==> src/rtl/uart_pkg.sv <==
// Shared types for the UART receive path.
// Entry layout and error-bit positions used by the RX FIFO.
package uart_pkg;

  localparam int DATA_BITS_DEF = 8;

  localparam int ERR_BREAK  = 0;
  localparam int ERR_PARITY = 1;
  localparam int ERR_FRAME  = 2;

  typedef logic [2:0] rx_err_t;

  typedef struct packed {
    logic [DATA_BITS_DEF-1:0] data;
    rx_err_t                  err;
  } rx_entry_t;

endpackage

==> src/rtl/uart_fifo_mem.sv <==
// FIFO storage array.
// One synchronous write port, one asynchronous read port.
module uart_fifo_mem #(
  parameter  int WIDTH = 11,
  parameter  int DEPTH = 8,
  localparam int AW    = $clog2(DEPTH)
) (
  input  logic             clk_i,
  input  logic             we_i,
  input  logic [AW-1:0]    waddr_i,
  input  logic [WIDTH-1:0] wdata_i,
  input  logic [AW-1:0]    raddr_i,
  output logic [WIDTH-1:0] rdata_o
);

  logic [WIDTH-1:0] mem_q [DEPTH];

  always_ff @(posedge clk_i) begin
    if (we_i) begin
      mem_q[waddr_i] <= wdata_i;
    end
  end

  assign rdata_o = mem_q[raddr_i];

endmodule

==> src/rtl/uart_rx_fifo.sv <==
// Receive buffer between the UART receiver and the host read port.
// First-word-fall-through queue of {data, err} with flow control.
module uart_rx_fifo
  import uart_pkg::*;
#(
  parameter  int DATA_BITS     = DATA_BITS_DEF,
  parameter  int FIFO_DEPTH    = 8,
  parameter  int RTS_THRESHOLD = 6,
  localparam int PW            = $clog2(FIFO_DEPTH),
  localparam int CW            = PW + 1
) (
  input  logic                 SysClk,
  input  logic                 Rst,
  input  logic [DATA_BITS-1:0] Wr_Data,
  input  logic [2:0]           Wr_Err,
  input  logic                 Data_Rdy,
  input  logic                 Read_Done,
  input  logic                 Ovf_Clr,
  output logic [DATA_BITS-1:0] Data_Out,
  output logic [2:0]           Err_Out,
  output logic                 FIFO_Empty,
  output logic                 FIFO_Full,
  output logic                 FIFO_Overflow,
  output logic                 RTS,
  output logic [CW-1:0]        Count
);

  localparam int EW = DATA_BITS + 3;

  logic [PW-1:0] wr_ptr_q, wr_ptr_d;
  logic [PW-1:0] rd_ptr_q, rd_ptr_d;
  logic [CW-1:0] count_q, count_d;
  logic          ovf_q, ovf_d;
  logic          push, pop, drop;
  logic [EW-1:0] head;
  rx_err_t       head_err;

  assign FIFO_Empty = (count_q == '0);
  assign FIFO_Full  = (count_q == CW'(FIFO_DEPTH));
  assign RTS        = (count_q < CW'(RTS_THRESHOLD));
  assign Count      = count_q;

  // A full FIFO still accepts a write when the host pops in the same cycle.
  assign push = Data_Rdy && (!FIFO_Full || Read_Done);
  assign pop  = Read_Done && !FIFO_Empty;
  assign drop = Data_Rdy && FIFO_Full && !Read_Done;

  always_comb begin
    wr_ptr_d = wr_ptr_q;
    rd_ptr_d = rd_ptr_q;
    count_d  = count_q;
    ovf_d    = ovf_q;
    if (push) wr_ptr_d = wr_ptr_q + PW'(1);
    if (pop)  rd_ptr_d = rd_ptr_q + PW'(1);
    unique case ({push, pop})
      2'b10:   count_d = count_q + CW'(1);
      2'b01:   count_d = count_q - CW'(1);
      default: count_d = count_q;
    endcase
    if (drop)         ovf_d = 1'b1;
    else if (Ovf_Clr) ovf_d = 1'b0;
  end

  always_ff @(posedge SysClk) begin
    if (Rst) begin
      wr_ptr_q <= '0;
      rd_ptr_q <= '0;
      count_q  <= '0;
      ovf_q    <= 1'b0;
    end else begin
      wr_ptr_q <= wr_ptr_d;
      rd_ptr_q <= rd_ptr_d;
      count_q  <= count_d;
      ovf_q    <= ovf_d;
    end
  end

  assign FIFO_Overflow = ovf_q;

  uart_fifo_mem #(
    .WIDTH (EW),
    .DEPTH (FIFO_DEPTH)
  ) u_mem (
    .clk_i   (SysClk),
    .we_i    (push && !Rst),
    .waddr_i (wr_ptr_q),
    .wdata_i ({Wr_Data, Wr_Err}),
    .raddr_i (rd_ptr_q),
    .rdata_o (head)
  );

  assign head_err = FIFO_Empty ? rx_err_t'(0) : head[2:0];
  assign Err_Out  = head_err;
  assign Data_Out = FIFO_Empty ? '0 : head[EW-1:3];

endmodule

==> config.mk <==
export PLATFORM = sky130hd
export DESIGN_NAME = uart_rx_fifo
export DESIGN_NICKNAME = d
export VERILOG_FILES = /design/src/rtl/uart_pkg.sv /design/src/rtl/uart_fifo_mem.sv /design/src/rtl/uart_rx_fifo.sv
export SDC_FILE = /design/constraint.sdc
export NUM_CORES = 1
export LEC_CHECK = 0
export CAP_MARGIN = 5
export CORE_ASPECT_RATIO = 1.25
export CORE_MARGIN = 2
export CORE_UTILIZATION = 40
export DETAILED_ROUTE_END_ITERATION = 12
export PLACE_DENSITY = 0.59
export SYNTH_ARGS = -nofsm -noshare
export SYNTH_HDL_FRONTEND = slang
export SYNTH_HIERARCHICAL = 1
export SYNTH_SLANG_ARGS = --single-unit
==> constraint.sdc <==
create_clock -name SysClk -period 7.4 [get_ports SysClk]
set_input_delay 1.48 -clock SysClk [delete_from_list [all_inputs] [get_ports SysClk]]
set_output_delay 1.48 -clock SysClk [all_outputs]
set_load 0.02 [all_outputs]
==> impl_metrics.toml, run 1 <==
[outcome]
status = "complete, no violations"

[grt]
grt_pass1_wl_um = 11000
antenna_found_initial = 0
grt_pass1_vias = 1956
overflow = 0
grt_use_total = 0.142
grt_max_degree = 24

[floorplan]
coreArea_um2 = 10100
chipHeight_um = 117
rows = 41
die_area_um2 = 11100
die_w_um = 94.6
start_util = 0.408
ios = 35

[timing]
setup_slack_ns = 3.07
slew_violations = 0
fin_crit_ns = 4.33
max_clock_freq_mhz = 231
finalCritPeriodShare = 0.585
final-setup-viol-count = 0
relSlewSlack = 0.327
finalClockSkew_ns = 0.00515
fin_tns_setup_ns = 0
worst_pin_slew_ns = 1.01
rsz0062_at_grt = "no"
hold_viol = 0

[synth]
yosysMostFrequentCell = "edfxtp_1"
synth_area_um2 = 4110
synth_top_area_frac = 0.644
syn_nets = 236
seq_area_frac_synth = 0.697
syn_inst = 215
synth_seq_cells = 99
async_flop_share = 0
netlist_top_cells_area = "edfxtp_1 (64%), mux4_1 (14%), dfxtp_1 (5.4%)"
synth.avg_cell_area_um2 = 19.1
ys_types = 29
ys.flop_type = "edfxtp_1"
synth-edff-count = 88
yosysTopAreaCell = "edfxtp_1"
synth_commonest_cells = "edfxtp_1 (88), mux4_1 (22), nor2_1 (18), nor2b_1 (14), mux2_2 (12)"
yosysWarnings = 6

[worst_setup_path]
ff2ff_path_depth = 9
cp-end-kind = "output pin"
rrSetupSlack_ns = 4.80
critical-path-max-stage-delay_ns = 0.59
rr_endpoint = "Count[2]"
path_class = "reg2out"
cp_top_family = "buffers and inverters"
path_max_fanout = 17
critPathBufInv = 2
start_kind = "flip-flop"
cp.arrival_ns = 2.85
critPathLaunch = "rd_ptr_q[0]"
regToRegStartpoint = "Count[1]"
worst_path_max_delay_cell = "dfxtp_1"
crit_chain = "buf_4, mux4_1, mux2_2, nor2b_1, clkdlybuf4s50_1"
required_ns = 5.92

[cts]
clkSinkCount = 99
post-cts-setup-buffer-count = 0
cts_tree = "done"
cts_resized = 0
clk_latency_ns = 0.34
holdBufCountCts = 0
htree_levels = 3
clk_path_buf_depth = 2
clockRootBuffer = "clkbuf_16"
numCtsBuffers = 9
clkTransAtPathRegs_ns = 0.06

[cells_and_area]
finish.instance_area_um2 = 5000
area_growth_pct = 21.7
diodes = 0
post-route-util = 0.497
fillers = 859
layout.nets = 282
layout-drive-gt1-share = 0.158

[pwr]
power_mw = 1.56
ir_worst_vdd_mv = 0.115
power_density_nw_per_um2 = 312
leakagePower_nw = 1.67

[job]
cap_violations = 0

[routing]
detail_route.wl_per_cell_um = 18.2
viasPerCell = 5.13
ant_nets = 0
firstDrtPassIters = 4
drc_errors = 0
routed_wl_um = 7190
first_iter_violations = 102
vias = 2026

[placed_design]
numPortBuffers = 34
dp_hpwl_um = 4400
gp_congestion = 0.702
dpl_worst_slack_ns = 3.39
placed_cell_area_um2 = 4640

[min_path]
hold_class = "reg2reg"
hold_start = "wr_ptr_q[2]"
holdPathEnd = "wr_ptr_q[2]"
holdPathStages = 2
==> through the flow <==
stage	std cells	hold slack (ns)
floorplan	215	0.492
global placement	379	0.544
detailed placement	379	0.551
CTS	395	0.569
global route	395	0.616
finish	395	0.573
==> registers in the layout (all words and copies together), names as in the netlist <==
name / count
FIFO_Overflow: 1
wr_ptr_q: 3
Count: 4
u_mem/mem_q: 88
rd_ptr_q: 3
==> per-layer routing <==
metal / wire (um) / track usage / share of wire / vias to the layer above
met5: 0 / 0 / 0 / -
met4: 95 / 0.0522 / 0.013 / 0
met3: 298 / 0.0403 / 0.041 / 8
met2: 3620 / 0.227 / 0.50 / 40
met1: 3170 / 0.186 / 0.44 / 1024
li1: - / - / - / 954
==> cell type report <==
cell class	count	area [um2]	area share
Clock buffer	13	293	0.0586
Clock inverter	3	65.1	0.0130
Inverter	1	3.75	0.000751
Multi-Input combinational cell	106	1200	0.240
Sequential cell	99	2860	0.573
Tap cell	129	161	0.0323
Timing Repair Buffer	44	415	0.0831
==> power breakdown <==
part           switching [mW]  internal, mW  total [mW]
sequential             0.0325         0.630       0.662
clock                   0.187         0.346       0.533
combinational           0.178         0.187       0.365
total                   0.397          1.16        1.56
==> layout by cell type, fill, tap and decap left out <==
master | netlist | layout
mux2_2 | 12 | 12
bufinv_16 | 0 | 2
nand2_1 | 3 | 3
clkbuf_8 | 0 | 1
nor2b_1 | 14 | 14
edfxtp_1 | 88 | 88
xor2_1 | 6 | 6
nor3_1 | 3 | 1
nand3b_1 | 2 | 2
nand3_1 | 1 | 1
dfxtp_1 | 11 | 11
nor2_1 | 18 | 18
mux4_1 | 22 | 22
clkbuf_1 | 2 | 1
xnor2_1 | 1 | 1
a21oi_1 | 4 | 4
o21ai_4 | 1 | 1
a31oi_1 | 1 | 1
o21ai_0 | 2 | 2
clkbuf_16 | 0 | 11
nor3_2 | 0 | 2
inv_1 | 1 | 1
o211ai_1 | 1 | 1
nor4_2 | 0 | 1
ha_1 | 5 | 5
buf_4 | 0 | 10
clkinv_2 | 0 | 1
or3_1 | 1 | 1
nand2b_1 | 3 | 3
a21o_1 | 1 | 1
mux2i_1 | 3 | 3
or4b_4 | 1 | 1
clkdlybuf4s50_1 | 0 | 34
==> how the worst max path moves through the flow <==
stage	end	slack, ns	cells past startpoint
floorplan	u_mem/mem_q[0][0]	4.29	4
global placement	Data_Out[2]	3.41	5
global route	Err_Out[2]	2.93	5
CTS	Data_Out[4]	3.03	5
finish	Data_Out[5]	3.07	5
detailed placement	Data_Out[2]	3.39	5
==> worst reg2reg max path, cell delays in order, from the launching register on <==
cell,delay [ns]
dfxtp_1,0.41
or4b_4,0.62
o21ai_4,0.23
ha_1,0.29
xor2_1,0.17
ha_1,0.16
a21oi_1,0.04
xor2_1,0.16
or3_1,0.30
a21oi_1,0.13
==> kinds of logic after synthesis <==
kind of cell             synth area share
buffers and inverters              0.0152
multiplexers                        0.181
flip-flops                          0.697
XOR/XNOR                           0.0149
AO/OA/AOI/OAI                      0.0165
AND/OR/NAND/NOR                    0.0600
adder cells (fa/ha/maj)            0.0152
Note: power is estimated with default switching activity, not from simulation.
==> run 2: changes to the inputs <==
--- a/config.mk
+++ b/config.mk
@@ -10,7 +10,7 @@
 export CORE_MARGIN = 2
 export CORE_UTILIZATION = 40
 export DETAILED_ROUTE_END_ITERATION = 12
-export PLACE_DENSITY = 0.59
+export PLACE_DENSITY = 0.61
 export SYNTH_ARGS = -nofsm -noshare
 export SYNTH_HDL_FRONTEND = slang
 export SYNTH_HIERARCHICAL = 1
==> constraint.sdc (replaced) <==
create_clock -name SysClk -period 3.6 [get_ports SysClk]
set_input_delay 0.72 -clock SysClk [delete_from_list [all_inputs] [get_ports SysClk]]
set_output_delay 0.72 -clock SysClk [all_outputs]
set_load 0.02 [all_outputs]
==> run 2 against run 1 <==
Effect of this change: power rose by 98%; global-route usage rose by 0.48 points; critical path depth did not move; combinational power rose by 110%; sequential power rose by 100%; largest power group unchanged; die area did not move; register-to-register slack got worse by 4.0 ns; final cell count rose by 0.76%; routed wire length rose by 2.5%; worst setup slack got worse by 2.7 ns; core utilization barely moved; clock power rose by 82%.
==> impl_metrics.toml, run 2 (synthesis results as in run 1) <==
[outcome]
status = "complete, no violations"

[worst_setup_path]
regToRegStartpoint = "Count[1]"
path_class = "reg2out"
rr_endpoint = "Count[2]"
crit_chain = "buf_12, mux4_1, mux2_2, nor2b_1, clkdlybuf4s50_1"
worst_path_max_delay_cell = "mux4_1"
required_ns = 2.88
path_max_fanout = 22
cp.arrival_ns = 2.52
start_kind = "flip-flop"
cp_top_family = "multiplexers"
rrSetupSlack_ns = 0.84
cp-end-kind = "output pin"
cp.depth = 5
critPathBufInv = 2
critical-path-max-stage-delay_ns = 0.57
ff2ff_path_depth = 9

[timing]
fin_tns_setup_ns = 0
slew_violations = 0
finalCritPeriodShare = 0.901
worst_pin_slew_ns = 0.729
max_clock_freq_mhz = 308
fin_crit_ns = 3.24
rsz0062_at_grt = "no"
hold_viol = 0
relSlewSlack = 0.513
final-setup-viol-count = 0
finalClockSkew_ns = 0.00673

[cells_and_area]
layout-drive-gt1-share = 0.167
layout_commonest_cell = "edfxtp_1"
regMostFlops = "u_mem/mem_q"
finish.instance_area_um2 = 5000
final_cell_mix = "edfxtp_1 (88), clkdlybuf4s50_1 (34), mux4_1 (22)"
layout.nets = 285
fillers = 854
largest_register_ffs = 88
diodes = 0
area_growth_pct = 21.8

[routing]
detail_route.wl_per_cell_um = 18.5
routed_wl_um = 7370
viasPerCell = 5.06
drc_errors = 0
vias = 2012
firstDrtPassIters = 4
first_iter_violations = 78
ant_nets = 0

[cts]
post-cts-setup-buffer-count = 0
clkTransAtPathRegs_ns = 0.07
clk_latency_ns = 0.33
holdBufCountCts = 0
numCtsBuffers = 9
clockRootBuffer = "clkbuf_16"
htree_levels = 3
cts_tree = "done"
clkSinkCount = 99
cts_resized = 0
clk_path_buf_depth = 2

[floorplan]
ios = 35
die_w_um = 94.6
rows = 41
chipHeight_um = 117
die_area_um2 = 11100
start_util = 0.408
coreArea_um2 = 10100

[grt]
grt_max_degree = 23
overflow = 0
grt_pass1_wl_um = 11500
antenna_found_initial = 0
grt_pass1_vias = 2067
grt_use_total = 0.147

[min_path]
hold_start = "wr_ptr_q[2]"
holdPathEnd = "wr_ptr_q[2]"
hold_class = "reg2reg"
holdPathStages = 2

[placed_design]
gp_congestion = 0.731
placed_cell_area_um2 = 4680
numPortBuffers = 34
dp_hpwl_um = 4480

[pwr]
power_mw = 3.09
ir_worst_vdd_mv = 0.209
power_density_nw_per_um2 = 618
leakagePower_nw = 1.68

[job]
cap_violations = 0
-- run 2: per-stage QoR --
| stage | setup slack, ns | utilization | instances | hold WS, ns |
|---|---|---|---|---|
| 6_report | 0.356 | 0.497 | 398 | 0.542 |
| 5_1_grt | 0.286 | 0.497 | 398 | 0.581 |
| 4_1_cts | 0.335 | 0.497 | 398 | 0.543 |
| 3_5_place_dp | 0.655 | 0.466 | 382 | 0.523 |
| 3_3_place_gp | 0.691 | 0.466 | 382 | 0.520 |
| 2_1_floorplan | 1.09 | - | 215 | 0.492 |
-- run 2: worst max-delay path by stage --
stage,startpoint,to,slack (ns)
4_1_cts,rd_ptr_q[0],Err_Out[2],0.34
3_5_place_dp,Read_Done,Count[2],0.66
6_report,rd_ptr_q[0],Err_Out[2],0.36
5_1_grt,rd_ptr_q[0],Data_Out[7],0.29
2_1_floorplan,Count[1],Count[2],1.09
3_3_place_gp,Read_Done,Count[2],0.69
-- run 2: per-layer routing --
layer / GRT usage / share of wire
met2: 0.263 / 0.53
met3: 0.0327 / 0.030
met5: 0 / 0
met4: 0.0551 / 0.015
met1: 0.172 / 0.42
-- run 2: worst min-delay path, delay by kind of cell, from the launching register on --
family / cells / cell delay (ns)
DFF: 1 / 0.35
xor gates and xnor gates: 1 / 0.07
and+or+nand+nor: 1 / 0.08
-- run 2: area by class of cell --
type / instances / area [um2] / share of cell area
flip-flops and latches: 99 / 2860 / 0.572
multi-input cells: 106 / 1190 / 0.238
repair buffers: 47 / 463 / 0.0926
clock buffers: 13 / 303 / 0.0605
well taps: 129 / 161 / 0.0323
clock inverters: 3 / 15.0 / 0.00300
inverters: 1 / 3.75 / 0.000751
-- run 2: power by group --
group / internal [mW] / switching [mW] / leakage (nW)
combinational: 0.394 / 0.374 / 0.629
sequential: 1.29 / 0.0594 / 0.885
clock: 0.587 / 0.384 / 0.162
==> run 3: changes to the inputs <==
--- a/config.mk
+++ b/config.mk
@@ -9,7 +9,9 @@
 export CORE_ASPECT_RATIO = 1.25
 export CORE_MARGIN = 2
 export CORE_UTILIZATION = 40
+export CTS_BUF_LIST = sky130_fd_sc_hd__clkbuf_2 sky130_fd_sc_hd__clkbuf_4 sky130_fd_sc_hd__clkbuf_8
 export DETAILED_ROUTE_END_ITERATION = 12
+export GPL_ROUTABILITY_DRIVEN = 0
 export PLACE_DENSITY = 0.61
 export SYNTH_ARGS = -nofsm -noshare
 export SYNTH_HDL_FRONTEND = slang
==> run 3 against run 2 <==
Effect of this change: combinational power hardly changed; clock skew up 0.0050 ns; register-to-register slack hardly changed; routed wire length decreased by 0.43%; power down 6.1%; worst hold slack barely moved; clock power decreased by 19%; flip-flop and latch count did not move; global-route usage is 0.053 points lower; core utilization down 0.91 points; die area unchanged; count of clock-buffer cells in the layout shrank 2; highest routed layer unchanged.
==> impl_metrics.toml, run 3 (synthesis results as in run 1) <==
[outcome]
status = "complete, no violations"

[worst_setup_path]
regToRegStartpoint = "Count[1]"
endpoint = "Err_Out[2]"
ff2ff_path_depth = 9
required_ns = 2.88
path_class = "reg2out"
cp.arrival_ns = 2.55
cp-end-kind = "output pin"
critPathLaunch = "rd_ptr_q[0]"
path_max_fanout = 22
start_kind = "flip-flop"
rr_endpoint = "Count[2]"
rrSetupSlack_ns = 0.83

[routing]
detail_route.wl_per_cell_um = 18.4
viasPerCell = 5.08
first_iter_violations = 64
ant_nets = 0
firstDrtPassIters = 6
vias = 2021
routed_wl_um = 7330
drc_errors = 0

[grt]
grt_pass1_wl_um = 11400
met1_usage = 0.167
grt_max_degree = 23
overflow = 0
antenna_found_initial = 0
grt_most_used_layer = "met2"
grt_pass1_vias = 2078
grt_use_met2 = 0.265
grt_use_total = 0.146
gr-usage-met3 = 0.0365

[floorplan]
rows = 41
ios = 35
start_util = 0.408
die_area_um2 = 11100
die_w_um = 94.6
chipHeight_um = 117
coreArea_um2 = 10100

[timing]
slew_violations = 0
finalCritPeriodShare = 0.908
relSlewSlack = 0.525
worst_pin_slew_ns = 0.706
hold_viol = 0
fin_tns_setup_ns = 0
setup_slack_ns = 0.331
max_clock_freq_mhz = 306
final-setup-viol-count = 0
fin_crit_ns = 3.27
hold_ws_ns = 0.542
rsz0062_at_grt = "no"
finalClockSkew_ns = 0.0117

[cells_and_area]
layout-drive-gt1-share = 0.167
layout.nets = 285
layout_commonest_cell = "edfxtp_1"
diodes = 0
fillers = 855
multi_input_area_um2 = 1190
fin_cells = 398
final_cell_mix = "edfxtp_1 (88), clkdlybuf4s50_1 (34), mux4_1 (22)"
regMostFlops = "u_mem/mem_q"
regArea_um2 = 2860
area_growth_pct = 19.6
largest_register_ffs = 88

[cts]
holdBufCountCts = 0
clk_latency_ns = 0.36
cts_resized = 0
clockRootBuffer = "clkbuf_8"
cts_tree = "done"
clk_path_buf_depth = 2
numCtsBuffers = 9
htree_levels = 3
clkTransAtPathRegs_ns = 0.10
clkSinkCount = 99
post-cts-setup-buffer-count = 0

[pwr]
ir_worst_vdd_mv = 0.163
power.share.clock = 0.270
power_switching_mw = 0.791
internal-power_mw = 2.11
power_density_nw_per_um2 = 591
switching_share = 0.273
leakagePower_nw = 1.63
p_comb_frac = 0.264
power_frac_seq = 0.465

[placed_design]
numPortBuffers = 34
dp_hpwl_um = 4480
dpl_worst_slack_ns = 0.655
place_inst = 382

[min_path]
hold_class = "reg2reg"

[job]
cap_violations = 0
[run 3: per-layer routing]
| layer | vias to the layer above | part of all wire |
|---|---|---|
| li1 | 960 | - |
| met1 | 1010 | 0.41 |
| met2 | 41 | 0.54 |
| met3 | 10 | 0.040 |
| met4 | 0 | 0.017 |
| met5 | - | 0 |
[run 3: worst max-delay path, cell delays in order, from the launching register on]
cell and delay, ns:
dfxtp_1 0.43, buf_12 0.22, mux4_1 0.56, mux2_2 0.28, nor2b_1 0.13, clkdlybuf4s50_1 0.56
[run 3: per-stage QoR]
step                      cell area [um2]  power, mW   util
final                                4910       2.90  0.488
after global routing                 4910       3.05  0.488
after CTS                            4910       2.95  0.488
after detailed placement             4680       2.16  0.466
after global placement               4680       2.16  0.466
after floorplan                      4110       1.83      -
[run 3: how the worst min path moves through the flow]
stage	slack, ns	startpoint	to	cells past startpoint
global route	0.59	wr_ptr_q[2]	wr_ptr_q[2]	2
detailed placement	0.52	wr_ptr_q[2]	wr_ptr_q[2]	2
global placement	0.52	wr_ptr_q[2]	wr_ptr_q[2]	2
floorplan	0.49	wr_ptr_q[2]	wr_ptr_q[2]	2
finish	0.54	wr_ptr_q[2]	wr_ptr_q[2]	2
CTS	0.55	wr_ptr_q[2]	wr_ptr_q[2]	2
[run 3: area by class of cell]
type | count | area share
flip-flops and latches | 99 | 0.583
inverters | 1 | 0.000765
clock buffers | 11 | 0.0308
clock inverters | 5 | 0.0153
multi-input cells | 106 | 0.243
repair buffers | 47 | 0.0943
well taps | 129 | 0.0329
[run 3: power groups by stage]
stage | Clock, mW | Sequential (mW) | Combinational (mW)
after detailed placement | 0 | 1.38 | 0.784
after global routing | 0.857 | 1.36 | 0.827
after floorplan | 0 | 1.37 | 0.468
after CTS | 0.807 | 1.35 | 0.786
final | 0.785 | 1.35 | 0.768
after global placement | 0 | 1.38 | 0.779
